$ cat src/rtl/seq_multiplier_pkg.sv
// Shared definitions for the sequential Booth multiplier.
// Contents: operand width, iteration counts for both step widths, counter width,
// FSM state encoding, Booth recode opcodes and the recode function.
package seq_multiplier_pkg;
  localparam int WIDTH   = 32;
  localparam int ITER_R2 = 32;
  localparam int ITER_R4 = 16;
  localparam int CNT_W   = $clog2(ITER_R2);
  localparam int HI_W    = WIDTH + 1;  // accumulator high part, one bit wider than operands

  typedef enum logic [1:0] {
    ST_IDLE = 2'd0,
    ST_BUSY = 2'd1,
    ST_DONE = 2'd2
  } state_t;

  typedef enum logic [2:0] {
    OP_ZERO = 3'd0,
    OP_ADD1 = 3'd1,
    OP_ADD2 = 3'd2,
    OP_SUB1 = 3'd3,
    OP_SUB2 = 3'd4
  } booth_op_t;

  // Radix-4 window {b[i+1], b[i], b[i-1]}. Radix-2 reuses it as {b[i], b[i], b[i-1]},
  // which only ever yields 0 / +1 / -1.
  function automatic booth_op_t booth_recode(input logic [2:0] w);
    case (w)
      3'b001, 3'b010: booth_recode = OP_ADD1;
      3'b011:         booth_recode = OP_ADD2;
      3'b100:         booth_recode = OP_SUB2;
      3'b101, 3'b110: booth_recode = OP_SUB1;
      default:        booth_recode = OP_ZERO;
    endcase
  endfunction
endpackage

$ cat src/rtl/seq_multiplier_if.sv
// Start / operand / result bundle of the sequential multiplier.
// slave : multiplier side (takes start + operands, drives result, exception, ready)
// master: requester side
interface seq_multiplier_if;
  import seq_multiplier_pkg::*;
  logic             ctrl_MULT;
  logic [WIDTH-1:0] data_operandA;
  logic [WIDTH-1:0] data_operandB;
  logic [WIDTH-1:0] data_result;
  logic             data_exception;
  logic             data_resultRDY;

  modport slave  (input  ctrl_MULT, data_operandA, data_operandB,
                  output data_result, data_exception, data_resultRDY);
  modport master (output ctrl_MULT, data_operandA, data_operandB,
                  input  data_result, data_exception, data_resultRDY);
endinterface

$ cat src/rtl/seq_multiplier_booth_step.sv
// One Booth step (combinational): adds 0, +-M or +-2M to the accumulator high part.
// Ports: hi (accumulator high part), mcand (multiplicand), recode (3-bit window),
//        hi_next (sum, SHIFT bits wider than hi so the caller can shift it down).
// Subtraction is inversion plus carry-in; the extra width keeps -(-2^31) and
// -2*(-2^31) exact.
module booth_step
  import seq_multiplier_pkg::*;
#(
  parameter int SHIFT = 1,
  parameter int SUM_W = HI_W + SHIFT
) (
  input  logic [HI_W-1:0]  hi,
  input  logic [WIDTH-1:0] mcand,
  input  logic [2:0]       recode,
  output logic [SUM_W-1:0] hi_next
);
  logic [SUM_W-1:0] hi_x, m_x, addend;
  logic             cin;

  always_comb begin
    hi_x   = {{SHIFT{hi[HI_W-1]}}, hi};
    m_x    = {{(SUM_W-WIDTH){mcand[WIDTH-1]}}, mcand};
    addend = '0;
    cin    = 1'b0;
    case (booth_recode(recode))
      OP_ADD1: addend = m_x;
      OP_ADD2: addend = m_x << 1;
      OP_SUB1: begin addend = ~m_x;        cin = 1'b1; end
      OP_SUB2: begin addend = ~(m_x << 1); cin = 1'b1; end
      default: ;
    endcase
    hi_next = hi_x + addend + SUM_W'(cin);
  end
endmodule

$ cat src/rtl/seq_multiplier.sv
// Sequential signed 32x32 Booth multiplier.
// Ports: clock, reset (async, active high), bus (seq_multiplier_if.slave):
//   ctrl_MULT start pulse, data_operandA/B operands, data_result low product word,
//   data_exception product overflows 32 signed bits, data_resultRDY one-cycle done.
// Build option: MULT_RADIX4_BOOTH_EN selects radix-4 (16 steps) instead of
// radix-2 (32 steps); results are identical, only latency differs.
// A start while busy or done restarts with fresh operands and drops the old result.
module seq_multiplier
  import seq_multiplier_pkg::*;
(
  input  logic            clock,
  input  logic            reset,
  seq_multiplier_if.slave bus
);
`ifdef MULT_RADIX4_BOOTH_EN
  localparam int ITER  = ITER_R4;
  localparam int SHIFT = 2;
`else
  localparam int ITER  = ITER_R2;
  localparam int SHIFT = 1;
`endif
  localparam int SUM_W = HI_W + SHIFT;

  state_t           state, state_nx;
  logic [CNT_W-1:0] cnt;
  logic [WIDTH-1:0] mcand;
  // accumulator = {hi, lo, guard}; lo starts as the multiplier and ends as the low product
  logic [HI_W-1:0]  hi;
  logic [WIDTH-1:0] lo;
  logic             guard;
  logic [2:0]       recode;
  logic [SUM_W-1:0] sum;
  logic             last, load, step_en, fire;
  logic [WIDTH:0]   top_bits;

`ifdef MULT_RADIX4_BOOTH_EN
  assign recode = {lo[1:0], guard};
`else
  assign recode = {lo[0], lo[0], guard};
`endif
  assign last = (cnt == CNT_W'(ITER - 1));

  booth_step #(.SHIFT(SHIFT)) u_step (
    .hi      (hi),
    .mcand   (mcand),
    .recode  (recode),
    .hi_next (sum)
  );

  always_ff @(posedge clock or posedge reset) begin
    if (reset) state <= ST_IDLE;
    else       state <= state_nx;
  end

  always_comb begin
    state_nx = state;
    if (bus.ctrl_MULT) state_nx = ST_BUSY;
    else begin
      case (state)
        ST_IDLE: state_nx = ST_IDLE;
        ST_BUSY: if (last) state_nx = ST_DONE;
        ST_DONE: state_nx = ST_IDLE;
        default: state_nx = ST_IDLE;
      endcase
    end
  end

  always_comb begin
    load    = bus.ctrl_MULT;
    step_en = (state == ST_BUSY) && !bus.ctrl_MULT;
    fire    = (state == ST_DONE) && !bus.ctrl_MULT;
  end

  // Shift drops the sum's top SHIFT bits: they are pure sign copies because the
  // partial product always fits the 33+32-bit accumulator.
  always_ff @(posedge clock or posedge reset) begin
    if (reset) begin
      cnt   <= '0;
      mcand <= '0;
      hi    <= '0;
      lo    <= '0;
      guard <= 1'b0;
    end else if (load) begin
      cnt   <= '0;
      mcand <= bus.data_operandA;
      hi    <= '0;
      lo    <= bus.data_operandB;
      guard <= 1'b0;
    end else if (step_en) begin
      cnt   <= cnt + 1'b1;
      hi    <= sum[SHIFT +: HI_W];
      lo    <= {sum[SHIFT-1:0], lo[WIDTH-1:SHIFT]};
      guard <= lo[SHIFT-1];
    end
  end

  // product bits [63:31]; they must all match for the product to fit 32 signed bits
  assign top_bits = {hi[WIDTH-1:0], lo[WIDTH-1]};

  always_ff @(posedge clock or posedge reset) begin
    if (reset) begin
      bus.data_result    <= '0;
      bus.data_exception <= 1'b0;
      bus.data_resultRDY <= 1'b0;
    end else begin
      bus.data_resultRDY <= fire;
      if (fire) begin
        bus.data_result    <= lo;
        bus.data_exception <= !((&top_bits) || !(|top_bits));
      end
    end
  end
endmodule

$ cat src/flat_wrapper.sv
// flat-port wrapper written by rule: the top's interface ports become plain ports
module seq_multiplier_flat import seq_multiplier_pkg::*;
  (clock, reset, bus_ctrl_MULT, bus_data_operandA, bus_data_operandB, bus_data_result, bus_data_exception, bus_data_resultRDY);
  seq_multiplier_if bus_i ();
  input  logic clock;
  input  logic reset;
  input wire logic [$bits(bus_i.ctrl_MULT)-1:0] bus_ctrl_MULT;
  input wire logic [$bits(bus_i.data_operandA)-1:0] bus_data_operandA;
  input wire logic [$bits(bus_i.data_operandB)-1:0] bus_data_operandB;
  output wire logic [$bits(bus_i.data_result)-1:0] bus_data_result;
  output wire logic [$bits(bus_i.data_exception)-1:0] bus_data_exception;
  output wire logic [$bits(bus_i.data_resultRDY)-1:0] bus_data_resultRDY;
  assign bus_i.ctrl_MULT = bus_ctrl_MULT;
  assign bus_i.data_operandA = bus_data_operandA;
  assign bus_i.data_operandB = bus_data_operandB;
  assign bus_data_result = bus_i.data_result;
  assign bus_data_exception = bus_i.data_exception;
  assign bus_data_resultRDY = bus_i.data_resultRDY;
  seq_multiplier u_core (.clock(clock), .reset(reset), .bus(bus_i));
endmodule
$ cat config.mk
export PLATFORM = sky130hd
export DESIGN_NAME = seq_multiplier_flat
export DESIGN_NICKNAME = d
export VERILOG_FILES = /design/src/rtl/seq_multiplier_pkg.sv /design/src/rtl/seq_multiplier_if.sv /design/src/rtl/seq_multiplier_booth_step.sv /design/src/rtl/seq_multiplier.sv /design/src/flat_wrapper.sv
export SDC_FILE = /design/constraint.sdc
export NUM_CORES = 1
export LEC_CHECK = 0
export CAP_MARGIN = 20
export CORE_ASPECT_RATIO = 0.6
export CORE_MARGIN = 5
export CORE_UTILIZATION = 50
export DETAILED_ROUTE_END_ITERATION = 12
export GPL_ROUTABILITY_DRIVEN = 0
export PLACE_DENSITY_LB_ADDON = 0.1
export SYNTH_ARGS = -nofsm -noshare
export SYNTH_HDL_FRONTEND = slang
export SYNTH_SLANG_ARGS = --single-unit
$ cat constraint.sdc
create_clock -name clock -period 4.8 [get_ports clock]
set_input_delay 1.44 -clock clock [delete_from_list [all_inputs] [get_ports clock]]
set_output_delay 1.44 -clock clock [all_outputs]
set_load 0.005 [all_outputs]
### Yosys cells after proc, flatten, opt, wreduce, memory -nomap -nowiden

Cells that the tools add are included.

| storage, ports and cells | value |
|---|---|
| logic and storage cells | 54 |
| flip-flop bits (word level) | 139 |

| cells by class | value |
|---|---|
| add/subtract/negate cells | 3 |
| equal/unequal tests | 14 |
| bitwise logic cells | 2 |
| reductions and logical operators | 12 |
| multiplexer cells | 14 |

Operator list:

| operator | count |
|---|---|
| $pmux 34 s4 | 1 |
| $not 34->34 | 2 |
| $mux 33 | 2 |
| $mux 32 | 2 |
| $add 34x1->34 | 1 |
| $add 34x34->34 | 1 |
| $reduce_and 33->1 | 1 |
| $reduce_or 33->1 | 1 |
| $eq 3x2->1 const B | 4 |
| $eq 3x3->1 const B | 4 |
| $pmux 3 s4 | 1 |
| $mux 5 | 2 |
| $eq 3x1->1 const B | 2 |
| $mux 2 | 3 |
| $reduce_or 2->1 | 3 |
| $add 5x1->5 const B | 1 |
| $eq 5x5->1 const B | 1 |
| $logic_not 1->1 | 3 |
| $mux 1 | 3 |
| $ne 3x2->1 const B | 1 |
| $eq 2x1->1 const B | 1 |
| $eq 2x2->1 const B | 1 |
| $logic_and 1x1->1 | 2 |
| $reduce_bool 2->1 | 1 |
| $logic_or 1x1->1 | 1 |

### Logic depth before layout (Yosys ltp)

Gate-level depths: netlist of run 1.

| logic depth | value |
|---|---|
| depth after elaboration | 9 |
| gate-level depth with buffers | 15 |
| depth with buffers taken out | 14 |

### Cells and area by module

From an unflattened synthesis of run 1, not the netlist that was laid out.

| unflattened totals | value |
|---|---|
| cell total of the unflattened synthesis | 843 |
| area total of the unflattened synthesis | 8285.4 um^2 |

Modules (own cells, without submodules):

| module | seq. area each (um^2) | cells each | times used | area each (um^2) |
|---|---|---|---|---|
| seq_multiplier | 3478.3 | 481 | 1 | 5739.3 |
| booth_step | 0.0 | 362 | 1 | 2546.2 |

### Worst setup path before layout of run 1

Ideal clock, no wire load.

| path | value |
|---|---|
| kind | reg-to-reg |
| from | register u_core.guard |
| to | register u_core.hi[31] |
| path slack | 1.549 ns |
| data arrival time | 3.164 ns |
| buffers on the path | 2 |
| cell stages (with the launch flop) | 16 |
| cells stage by stage | dfrtp_1 inv_1 ha_1 clkbuf_1 clkbuf_1 inv_1 fa_1 inv_1 fa_1 a211oi_1 o211ai_2 a211oi_1 o41ai_2 o21ai_1 or4_1 o211ai_1 |

| between the ends | value |
|---|---|
| word-level cells in the longest chain between the ends | 9 |
| elaborated cells between the ends (all ways) | 20 |

Ends and longest elaborated chain:

| item | RTL line | source |
|---|---|---|
| from (decl) | seq_multiplier.sv:30 | `logic guard;` |
| from (signal assigned) | seq_multiplier.sv:93 | `guard <= lo[SHIFT-1];` |
| $eq 3x3->1, or another cell as far along | seq_multiplier_pkg.sv:28 | `case (w)` |
| $reduce_or 2->1 | seq_multiplier_pkg.sv:28 |  |
| $pmux 3 s4 * | seq_multiplier_pkg.sv:28 |  |
| $eq 3x3->1, or another cell as far along | seq_multiplier_booth_step.sv:25 | `case (booth_recode(recode))` |
| $pmux 34 s4 / $reduce_or 2->1 (equally long branches) | - |  |
| $add 34x34->34 / $mux 1 (equally long branches) | seq_multiplier_booth_step.sv:32, seq_multiplier_booth_step.sv:25 |  |
| $add 34x1->34 * | seq_multiplier_booth_step.sv:32 | `hi_next = hi_x + addend + SUM_W'(cin);` |
| $mux 33 * | seq_multiplier.sv:89 | `end else if (step_en) begin` |
| $mux 33 * | seq_multiplier.sv:83 | `end else if (load) begin` |
| to (signal assigned) | seq_multiplier.sv:91 | `hi <= sum[SHIFT +: HI_W];` |
| to (decl) | seq_multiplier.sv:28 | `logic [HI_W-1:0] hi;` |

Every way passes the cells marked *; elsewhere a longest branch is shown, timed or not. The select of a mux whose other input is x is not followed.
A chain may end at the register's enable or synchronous reset.

### Final worst setup path of run 1

| path | value |
|---|---|
| from | register u_core.lo[0] |
| to | register u_core.hi[27] |

| between the ends | value |
|---|---|
| word-level cells in the longest chain between the ends | 9 |
| elaborated cells between the ends (all ways) | 20 |

Ends and longest elaborated chain:

| item | RTL line | source |
|---|---|---|
| from (decl) | seq_multiplier.sv:29 | `logic [WIDTH-1:0] lo;` |
| from (signal assigned) | seq_multiplier.sv:87 | `lo <= bus.data_operandB;` |
| from (signal assigned) | seq_multiplier.sv:92 | `lo <= {sum[SHIFT-1:0], lo[WIDTH-1:SHIFT]};` |
| $eq 3x3->1, or another cell as far along | seq_multiplier_pkg.sv:28 |  |
| $reduce_or 2->1 | seq_multiplier_pkg.sv:28 |  |
| $pmux 3 s4 * | seq_multiplier_pkg.sv:28 |  |
| $eq 3x3->1, or another cell as far along | seq_multiplier_booth_step.sv:25 |  |
| $pmux 34 s4 / $reduce_or 2->1 (equally long branches) | - |  |
| $add 34x34->34 / $mux 1 (equally long branches) | seq_multiplier_booth_step.sv:32, seq_multiplier_booth_step.sv:25 |  |
| $add 34x1->34 * | seq_multiplier_booth_step.sv:32 |  |
| $mux 33 * | seq_multiplier.sv:89 |  |
| $mux 33 * | seq_multiplier.sv:83 |  |

Marked as above.

==> results of run 1 <==
==> how the worst max path moves through the flow <==
stage	depth (start not counted)	endpoint	from
after global routing	14	u_core.hi[31]	u_core.lo[0]
after global placement	14	u_core.hi[31]	u_core.lo[0]
after floorplan	15	u_core.hi[31]	u_core.guard
after CTS	14	u_core.hi[31]	u_core.lo[0]
after detailed placement	14	u_core.hi[31]	u_core.lo[0]
final	14	u_core.hi[27]	u_core.lo[0]
==> kinds of logic after synthesis <==
logic type	share of synthesized area [%]
DFF	43.0
and+or+nand+nor	13.8
xor gates and xnor gates	2.38
buffers and inverters	3.25
AOI/OAI and AO/OA	14.8
adders and majority gates	6.06
muxes	16.7
==> routing by layer <==
metal  GRT usage [%]  vias up  wire [um]
met2            32.5      271       9030
met3            7.16       30       1960
met4            5.48        0        228
met1            33.6     3287      10100
met5               0        -          0
li1                -     3147          -
==> final cells by class <==
class | count | area [um2]
inverters | 17 | 67.6
fillers | 1313 | 6180
clock buffers | 17 | 425
multi-input cells | 618 | 4370
clock inverters | 15 | 129
repair buffers | 112 | 1130
well taps | 209 | 262
flip-flops and latches | 139 | 3480
==> critical path, cell delays in order (launching register included) <==
cell      delay (ns)
dfrtp_1         0.40
inv_1           0.09
ha_1            0.43
mux2i_1         0.13
or2_2           0.30
fa_1            0.39
inv_1           0.08
fa_1            0.23
a211oi_1        0.13
o211ai_2        0.24
a211oi_1        0.12
o41ai_2         0.36
o21ai_1         0.23
or4_1           0.51
nand3_1         0.12
==> per-stage QoR <==
| stage | hold WS [ns] | instances | power (uW) |
|---|---|---|---|
| after detailed placement | 0.495 | 1094 | 2020 |
| after global routing | 0.527 | 1127 | 3420 |
| final | 0.507 | 1127 | 3280 |
| after CTS | 0.510 | 1126 | 3280 |
| after floorplan | 0.497 | 826 | 1810 |
| after global placement | 0.490 | 1094 | 2000 |
==> flip-flops by register name (all words and copies together), names as in the netlist <==
name / flops
u_core.bus.data_exception: 1
u_core.bus.data_result: 32
u_core.bus.data_resultRDY: 1
u_core.cnt: 5
u_core.guard: 1
u_core.hi: 33
u_core.lo: 32
u_core.mcand: 32
u_core.state: 2
==> power by group <==
part | switching, uW | internal [uW]
logic | 367 | 278
clock network | 578 | 678
registers | 105 | 1270
total | 1050 | 2230
==> synth_stat cells (3+ instances only) <==
master      n  area (um2)
nor3_1      9        45.0
buf_2       3        15.0
or2_2       3        18.8
o21a_1      4        30.0
nor2b_1     5        31.3
a31oi_1     4        25.0
and3_1      7        43.8
inv_1      16        60.1
nor2_1     59         221
o211ai_1    5        37.5
nand3_1    17        85.1
mux2_2     65         732
a211oi_1    6        45.0
mux2i_1    62         621
nand4_1    19         119
clkbuf_1   42         158
a21o_1      7        52.6
buf_1       7        26.3
xnor2_1    13         114
nor3b_1     4        30.0
xor2_1      9        78.8
o21bai_1    5        37.5
o21ai_1     8        40.0
o21ai_0    58         290
or4_1       3        22.5
ha_1       36         450
nand2_1    94         353
a21oi_1    64         320
o31a_1      3        26.3
dfrtp_1   139        3480
nor4_1     11        68.8
==> flow_summary.ini, run 1 <==
[status]
status = finished, final reports clean

[final_layout]
post-route-cell-area_um2 = 9850
fin_util_pct = 61.4
drive_above_1_share_pct = 14.1
final_nets = 1010
final_common_cell = dfrtp_1
final_cell_mix = dfrtp_1, clkdlybuf4s50_1, nand2_1, mux2_2, a21oi_1
diodes = 0
syn_to_final_growth_pct = 21.7

[clocking]
cts_buffer_depth = 2
ctsResizeCount = 0
numCtsBuffers = 17
htreeDepth = 4
clk_latency_ns = 0.43
hold_buffers = 0
tritoncts = yes
root_buffer = clkbuf_16
post_cts_buffers = 0
clock_sinks = 139
clk_pin_slew_ns = 0.07

[yosys]
avgSynthCellArea_um2 = 9.80
synth.cell_area_um2 = 8090
synth-seq-cells = 139
syn_inst = 826
synth_edf_count = 0
syn_nets = 931
synthArstFlopShare_pct = 100
synthFlopType = dfrtp_1
synth_sequential_area_ratio_pct = 43.0
yosys_warnings = 0
synth.distinct_cells = 62

[critical_path]
r2r-start = u_core.lo[0]
crit_type = flip-flop to flip-flop
r2r_slack_ns = 0.98
rr_worst_depth = 14
cp-end-kind = flip-flop
critPathRequiredTime_ns = 5.15
arrival_ns = 4.17
crit_path_start_kind = flip-flop
cp_max_fo = 12
r2r_end = u_core.hi[27]

[routing]
wl_um = 21300
drt_iter0_drc = 578
wire_per_inst_um = 18.9
num_vias = 6735
drc_errors = 0
drtPass1Iterations = 5
postRouteAntennaNets = 0
drt-vias-per-instance = 5.98

[placement]
port-buffer-count = 100
placed_area_um2 = 9280
pre_cts_slack_ns = 1.06
dp_hpwl_um = 15200

[timing]
finalHoldViolations = 0
final_max_slew_viol_count = 0
slew_headroom_pct = 36.3
fin_setup_tns_ns = 0
clock_skew_ns = 0.0109
rsz0062_at_grt = no
period_share_pct = 79.6
post-route-min-period_ns = 3.82
setup_viol = 0
max_slew.worst_pin.slew_ns = 0.951
fmax_ghz = 0.262
fin_ws_ns = 0.980

[power_and_ir_drop]
powerDensity_nw_per_um2 = 332
peakVddDrop_mv = 0.236
power_leakage_uw = 0.00452

[worst_hold_path]
hold_class = flip-flop to flip-flop
min_path_cells = 1
min_from = u_core.bus.data_result[10]
holdPathEnd = u_core.bus.data_result[10]

[die]
die_area_um2 = 18900
core_area_um2 = 16000
die_w_um = 174
initial_utilization_pct = 50.5
core.rowCount = 36
ios = 101
die_height_um = 109

[global_routing]
antenna_found_initial = 0
grt_pass1_vias = 6553
grt_max_degree = 97
grt_usage_pct = 22.7
grt_pass1_wl_um = 34400
grt-ovfl-total = 0

[flow_run]
cap_violations = 0
(Power assumes the default switching activity.)
==> run 2: changes to the inputs <==
==> constraint.sdc (replaced) <==
create_clock -name clock -period 3.85 [get_ports clock]
set_input_delay 1.155 -clock clock [delete_from_list [all_inputs] [get_ports clock]]
set_output_delay 1.155 -clock clock [all_outputs]
set_load 0.005 [all_outputs]
==> run 2 against run 1 <==
Effect of this change: utilization up 0.44 points; clock power up 34%; non-clock buffer count up 2.
==> flow_summary.ini, run 2 (synthesized netlist as in run 1, its figures left out) <==
[global_routing]
grt_pass1_vias = 6716
grt_max_degree = 89
antenna_found_initial = 0
grt-ovfl-total = 0
grt_pass1_wl_um = 35600
grt_usage_pct = 23.3

[final_layout]
seq_area_um2 = 3480
diodes = 0
largest_register_ffs = 33
instances_no_fill = 1129
num-fill-cells = 1290
final_common_cell = dfrtp_1
final_cell_mix = dfrtp_1, clkdlybuf4s50_1, nand2_1, mux2_2, a21oi_1
final_nets = 1012
drive_above_1_share_pct = 14.2
syn_to_final_growth_pct = 22.6
post-route-cell-area_um2 = 9920
largest_register = u_core.hi
multiInputGateArea_um2 = 4370
fin_util_pct = 61.9

[power_and_ir_drop]
peakVddDrop_mv = 0.286
powerDensity_nw_per_um2 = 424
power_leakage_uw = 0.00455

[placement]
placed_area_um2 = 9310
port-buffer-count = 100
dp_hpwl_um = 15000
dp_cells = 1097
pre_cts_slack_ns = 0.277

[routing]
drt_iter0_drc = 812
drc_errors = 0
wire_per_inst_um = 19.2
num_vias = 6784
drtPass1Iterations = 7
wl_um = 21600
drt-vias-per-instance = 6.01
postRouteAntennaNets = 0

[worst_hold_path]
hold_class = flip-flop to flip-flop
min_path_cells = 1

[flow_run]
cap_violations = 0

[die]
die_area_um2 = 18900
ios = 101
core.rowCount = 36
die_w_um = 174
die_height_um = 109
initial_utilization_pct = 50.5
core_area_um2 = 16000

[status]
status = finished, final reports clean

[critical_path]
cp-end-kind = flip-flop
critPathRequiredTime_ns = 4.15
crit_path_start_kind = flip-flop
rr_worst_depth = 13
arrival_ns = 3.94
crit_type = flip-flop to flip-flop
cp_max_fo = 31

[clocking]
root_buffer = clkbuf_16
cts_buffer_depth = 2
clk_latency_ns = 0.42
clk_pin_slew_ns = 0.07
tritoncts = yes
numCtsBuffers = 17
clock_sinks = 139
htreeDepth = 4
hold_buffers = 0

[timing]
period_share_pct = 94.6
setup_viol = 0
post-route-min-period_ns = 3.64
slew_headroom_pct = 35.0
clock_skew_ns = 0.0138
rsz0062_at_grt = no
final_max_slew_viol_count = 0
max_slew.worst_pin.slew_ns = 0.972
fin_setup_tns_ns = 0
fmax_ghz = 0.275
finalHoldViolations = 0
fin_ws_ns = 0.209
==> run 2: what timing repair did <==
| action | 4_1_cts | 5_1_grt |
|---|---|---|
| setup buffers | 0 | 0 |
| setup endpoints to repair | 0 | 1 |
| hold endpoints to repair | 0 | 0 |
| resized for setup | 0 | 1 |
==> run 2: worst paths after layout <==
path / start / to / slack, ns
worst min-delay path: u_core.bus.data_result[28] / u_core.bus.data_result[28] / 0.51
worst max register to register: u_core.lo[0] / u_core.hi[30] / 0.21
worst max-delay path: u_core.lo[0] / u_core.hi[30] / 0.21
max in group asynchronous: reset / u_core.mcand[2] / 2.11
min in group asynchronous: reset / u_core.lo[19] / 1.03
worst min register to register: u_core.bus.data_result[28] / u_core.bus.data_result[28] / 0.51
==> run 2: critical path: stages, from the launching register on <==
cell	delay, ns
dfrtp_1	0.41
inv_1	0.09
ha_1	0.17
buf_4	0.36
mux2i_1	0.14
nor2_1	0.22
ha_1	0.16
nor2b_1	0.29
o211ai_4	0.13
a211oi_2	0.46
a211oi_4	0.18
o31ai_4	0.45
a2111oi_2	0.13
a311o_1	0.33
==> run 2: area by class of cell <==
| type | count | area share (%) |
|---|---|---|
| Multi-Input combinational cell | 618 | 44.0 |
| Sequential cell | 139 | 35.1 |
| Timing Repair Buffer | 114 | 11.5 |
| Clock buffer | 17 | 4.29 |
| Tap cell | 209 | 2.64 |
| Clock inverter | 15 | 1.82 |
| Inverter | 17 | 0.681 |
==> run 2: power by group <==
part | internal [uW] | switching [uW] | leakage (uW)
clock | 931 | 762 | 0.000294
sequential | 1580 | 130 | 0.00179
combinational | 347 | 455 | 0.00247
total | 2860 | 1350 | 0.00455
==> run 2: metrics by stage <==
step                      hold slack [ns]  total power, uW
final                               0.507             4210
after global routing                0.515             4390
after CTS                           0.512             4220
after detailed placement            0.496             2520
after global placement              0.489             2490
after floorplan                     0.497             2250
==> run 2: routing by layer <==
layer | global-route usage (%) | part of all wire (%) | vias to the layer above
li1 | - | - | 3155
met1 | 35.2 | 48 | 3299
met2 | 34.2 | 43 | 297
met3 | 5.56 | 8.3 | 33
met4 | 4.97 | 1.1 | 0
met5 | 0 | 0 | -
